==> src/rtl/keccak_collect_if.sv <==
// Word-in / block-out handshake bundle for keccak_collect.
// in_last exists only when KECCAK_COLLECT_LAST_EN is defined.
interface keccak_collect_if #(
    parameter int W     = 32,
    parameter int WORDS = 16
);
    localparam int CW = $clog2(WORDS + 1);

    logic               in_valid;
    logic               in_ready;
    logic [W-1:0]       in32;
`ifdef KECCAK_COLLECT_LAST_EN
    logic               in_last;
`endif
    logic               out_valid;
    logic               out_ready;
    logic [W*WORDS-1:0] out512;
    logic [CW-1:0]      count;

    modport master (
        output in_valid,
        output in32,
`ifdef KECCAK_COLLECT_LAST_EN
        output in_last,
`endif
        output out_ready,
        input  in_ready,
        input  out_valid,
        input  out512,
        input  count
    );

    modport slave (
        input  in_valid,
        input  in32,
`ifdef KECCAK_COLLECT_LAST_EN
        input  in_last,
`endif
        input  out_ready,
        output in_ready,
        output out_valid,
        output out512,
        output count
    );
endinterface

==> src/rtl/keccak_collect.sv <==
// Packs 32-bit words into a 512-bit Keccak block, first word in the top slot.
// Optional early block end via in_last: define KECCAK_COLLECT_LAST_EN.
module keccak_collect #(
    parameter int W     = 32,
    parameter int WORDS = 16
) (
    input  logic            clk,
    input  logic            reset,
    keccak_collect_if.slave bus
);
    localparam int CW = $clog2(WORDS + 1);

    typedef enum logic {FILL, FULL} state_t;

    state_t             state_q, state_d;
    logic [CW-1:0]      cnt_q, cnt_d;
    logic [W*WORDS-1:0] data_q, data_d;
    logic               last_w;

`ifdef KECCAK_COLLECT_LAST_EN
    assign last_w = bus.in_last;
`else
    assign last_w = 1'b0;
`endif

    always_ff @(posedge clk or negedge reset) begin
        if (!reset) begin
            state_q <= FILL;
            cnt_q   <= '0;
            data_q  <= '0;
        end else begin
            state_q <= state_d;
            cnt_q   <= cnt_d;
            data_q  <= data_d;
        end
    end

    always_comb begin
        state_d = state_q;
        cnt_d   = cnt_q;
        data_d  = data_q;
        case (state_q)
            FILL: begin
                if (bus.in_valid) begin
                    // Word k goes to slot WORDS-1-k, so the first word is MSB.
                    for (int k = 0; k < WORDS; k++) begin
                        if (cnt_q == CW'(k)) begin
                            data_d[W*(WORDS-1-k) +: W] = bus.in32;
                        end
                    end
                    cnt_d = cnt_q + CW'(1);
                    if (cnt_q == CW'(WORDS - 1) || last_w) begin
                        state_d = FULL;
                    end
                end
            end
            FULL: begin
                if (bus.out_ready) begin
                    state_d = FILL;
                    cnt_d   = '0;
                    data_d  = '0;
                end
            end
        endcase
    end

    assign bus.in_ready  = (state_q == FILL);
    assign bus.out_valid = (state_q == FULL);
    assign bus.out512    = data_q;
    assign bus.count     = cnt_q;
endmodule

==> src/flat_wrapper.sv <==
// flat-port wrapper written by rule: the top's interface ports become plain ports
module keccak_collect_flat 
#(
    parameter int W     = 32,
    parameter int WORDS = 16
)
  (clk, reset, bus_in_valid, bus_in32, bus_out_ready, bus_in_ready, bus_out_valid, bus_out512, bus_count);
  keccak_collect_if #(.W(W), .WORDS(WORDS)) bus_i ();
  input  logic clk;
  input  logic reset;
  input wire logic [$bits(bus_i.in_valid)-1:0] bus_in_valid;
  input wire logic [$bits(bus_i.in32)-1:0] bus_in32;
  input wire logic [$bits(bus_i.out_ready)-1:0] bus_out_ready;
  output wire logic [$bits(bus_i.in_ready)-1:0] bus_in_ready;
  output wire logic [$bits(bus_i.out_valid)-1:0] bus_out_valid;
  output wire logic [$bits(bus_i.out512)-1:0] bus_out512;
  output wire logic [$bits(bus_i.count)-1:0] bus_count;
  assign bus_i.in_valid = bus_in_valid;
  assign bus_i.in32 = bus_in32;
  assign bus_i.out_ready = bus_out_ready;
  assign bus_in_ready = bus_i.in_ready;
  assign bus_out_valid = bus_i.out_valid;
  assign bus_out512 = bus_i.out512;
  assign bus_count = bus_i.count;
  keccak_collect #(.W(W), .WORDS(WORDS)) u_core (.clk(clk), .reset(reset), .bus(bus_i));
endmodule
==> config.mk <==
export PLATFORM = sky130hd
export DESIGN_NAME = keccak_collect_flat
export DESIGN_NICKNAME = d
export VERILOG_FILES = /design/src/rtl/keccak_collect_if.sv /design/src/rtl/keccak_collect.sv /design/src/flat_wrapper.sv
export SDC_FILE = /design/constraint.sdc
export NUM_CORES = 1
export LEC_CHECK = 0
export CAP_MARGIN = 15
export CORE_AREA = 2 2 216 218
export DETAILED_ROUTE_END_ITERATION = 16
export DIE_AREA = 0 0 218 220
export PLACE_DENSITY_LB_ADDON = 0.25
export SLEW_MARGIN = 20
export SYNTH_ARGS = -nofsm -noshare
export SYNTH_HDL_FRONTEND = slang
export SYNTH_SLANG_ARGS = --single-unit
==> constraint.sdc <==
create_clock -name clk -period 4.1 [get_ports clk]
set_input_delay 0.41 -clock clk [delete_from_list [all_inputs] [get_ports clk]]
set_output_delay 0.41 -clock clk [all_outputs]
set_load 0.005 [all_outputs]
==> flow_summary.yaml <==
synthesis:
  synth_warnings: 0
  synth_edf_count: 0
  ys_seq_area_share_pct: 60.7
  syn_nets: 1857
  synth_top_area_share_pct: 60.7
  syn-cell-area_sq_mm: 0.0213
  ys_seq_elements: 518
  syn_area_per_cell_sq_um: 11.8
  synth_area_leader_cell: "dfrtp_1"
  synthTopCellsByArea: "dfrtp_1 (61%), mux2i_1 (23%), nand2_1 (10%)"
  synthCells: 1816
  synth_ff_type: "dfrtp_1"
  ys_async_sr_fraction_pct: 100
  yosysUniqueCellTypes: 32
floorplan:
  initial_core_util_pct: 46.5
  core_sq_mm: 0.0459
  chipWidth_microns: 218
  die_area_sq_mm: 0.0480
  chipHeight_microns: 220
  num_rows: 79
  pin_count: 555
sta:
  finalSetupViolCount: 0
  whs_ns: 0.401
  post-route-period-util_pct: 72.6
  rsz0062_at_grt: "false"
  fin_setup_tns_ns: 0
  drv_slew: 0
  period_needed_ns: 2.98
  maxSlewHeadroom_pct: 31.6
  fmax_mhz: 336
  finalHoldViolations: 0
  tightest_slew_ns: 1.03
  clock_skew_ns: 0.0236
finish:
  diodes: 0
  area_growth_pct: 36.4
  seq_area_sq_mm: 0.0130
  mostFrequentLayoutCell: "nand2_1"
  fin_nets: 2354
  fin_area_sq_mm: 0.0291
  final_cell_mix: "nand2_1 (581), clkdlybuf4s50_1 (553), dfrtp_1 (518)"
  multiInputGateArea_sq_mm: 0.00760
  layout-drive-gt1-share_pct: 5.98
  fill_cells: 3695
critical_path:
  rrSetupSlack_ns: 1.34
  rr_worst_depth: 5
  cp.required_ns: 3.69
  rr_startpoint: "u_core.bus.out_valid$_DFF_PN0_"
  worstSetupStartpointType: "flip-flop"
  worstPathMaxFanout: 24
  worstSetupEndpoint: "bus_in_ready"
  cp-end-kind: "output port"
  worstPathArrival_ns: 2.57
  startpoint: "u_core.bus.out_valid$_DFF_PN0_"
  path_class: "reg -> out"
  r2r_end: "u_core.bus.out512[372]$_DFFE_PN0P_"
placement:
  dpl.hpwl_microns: 48400
  placed_cell_area_sq_mm: 0.0273
  port_buffers: 554
  place.gp.congestion: 0.826
clock_network:
  tritoncts: "built"
  clock_sinks: 518
  root_buffer: "clkbuf_16"
  cts_resized: 0
  cts_max_level: 2
  clkTransAtPathRegs_ns: 0.06
  clockBufferDepth: 3
  clk_latency_ns: 0.60
  numCtsBuffers: 53
global_routing:
  use_met2_pct: 45.6
  grt_start_max_net_pins: 113
  use_met3_pct: 7.84
  grt_antenna_before_repair: 0
  grt.overflow.total: 0
  grt_pass1_vias: 16200
  grt.total_usage_pct: 29.3
  grt_pass1_wl_microns: 104000
  use_met1_pct: 38.2
  grt_busiest_layer: "met2"
flow_run:
  cap_viol_max_count: 0
routing:
  viasPerCell: 5.28
  wirelength_microns: 70800
  route.detailed.drc: 0
  wl_per_cell_microns: 23.9
  dr.pass1.iters: 5
  detail-route-antenna-nets: 0
  drtIter0Drc: 1120
  route.vias.total: 15700
power_and_ir_drop:
  leakage_nw: 14.9
  ir_worst_vdd_mv: 0.467
  power.density_mw_per_mm2: 728
hold_path:
  hp-class: "in -> reg"
  worstHoldStart: "bus_in32[15]"
status:
  status: "finished clean"
[routing by layer]
| metal | up-vias | wire [microns] |
|---|---|---|
| met3 | 137 | 5510 |
| met1 | 7979 | 28900 |
| met4 | 0 | 3300 |
| li1 | 6956 | - |
| met2 | 592 | 33000 |
| met5 | - | 0 |
[Yosys cell counts (3+ instances only)]
master    instances
a21oi_1           3
buf_2            70
buf_4            21
buf_6            12
clkbuf_1         46
dfrtp_1         518
ha_1              5
inv_1             4
mux2i_1         481
nand2_1         587
nor2_2            3
o21ai_0          34
o22ai_1           3
[timing repair]
action,CTS,global route
hold buffers,1,0
setup buffers,0,0
hold endpoints to repair,100,0
[stage by stage]
stage / std cells / setup WS, ns / util [%] / power (mW)
floorplan: 1816 / 2.26 / - / 10.7
global placement: 2864 / 1.28 / 59.5 / 16.0
detailed placement: 2864 / 1.18 / 59.5 / 16.3
CTS: 2964 / 1.10 / 63.5 / 21.3
global route: 2964 / 0.950 / 63.5 / 22.3
finish: 2964 / 1.12 / 63.5 / 21.2
[report_power, final]
| part | total (mW) | switching, mW | internal (mW) |
|---|---|---|---|
| Sequential | 8.48 | 1.34 | 7.15 |
| Clock | 4.98 | 2.03 | 2.95 |
| Combinational | 7.73 | 3.22 | 4.51 |
| Total | 21.2 | 6.59 | 14.6 |
[critical path, cell delays in order (launching register included)]
cell and delay (ns):
dfrtp_1 0.33, buf_4 0.26, clkinv_1 0.69, clkdlybuf4s50_1 0.68
[registers in the layout, indices dropped and copies added, names as in the netlist]
register	cells
u_core.bus.out512	512
u_core.bus.count	5
u_core.bus.out_valid	1
[layout make-up]
| cell class | instances | area share, % |
|---|---|---|
| flip-flops and latches | 518 | 44.5 |
| multi-input cells | 1142 | 26.1 |
| repair buffers | 593 | 20.5 |
| clock buffers | 85 | 5.56 |
| well taps | 607 | 2.61 |
| clock inverters | 14 | 0.636 |
| inverters | 5 | 0.0645 |
[cells by family after synthesis]
kind of cell	share of synthesized area [%]
buffers and inverters	3.95
adders and majority gates	0.293
muxes	22.6
DFF	60.7
and+or+nand+nor	11.4
xor gates and xnor gates	0.0821
AOI/OAI and AO/OA	0.991
[worst min path at each step]
stage	endpoint	depth (start not counted)
floorplan	u_core.bus.count[0]$_DFFE_PN0P_	0
finish	u_core.bus.out512[15]$_DFFE_PN0P_	3
global route	u_core.bus.out512[15]$_DFFE_PN0P_	3
detailed placement	u_core.bus.out512[189]$_DFFE_PN0P_	2
global placement	u_core.bus.out512[84]$_DFFE_PN0P_	2
CTS	u_core.bus.out512[15]$_DFFE_PN0P_	3
Note: power is estimated with default switching activity, not from simulation.
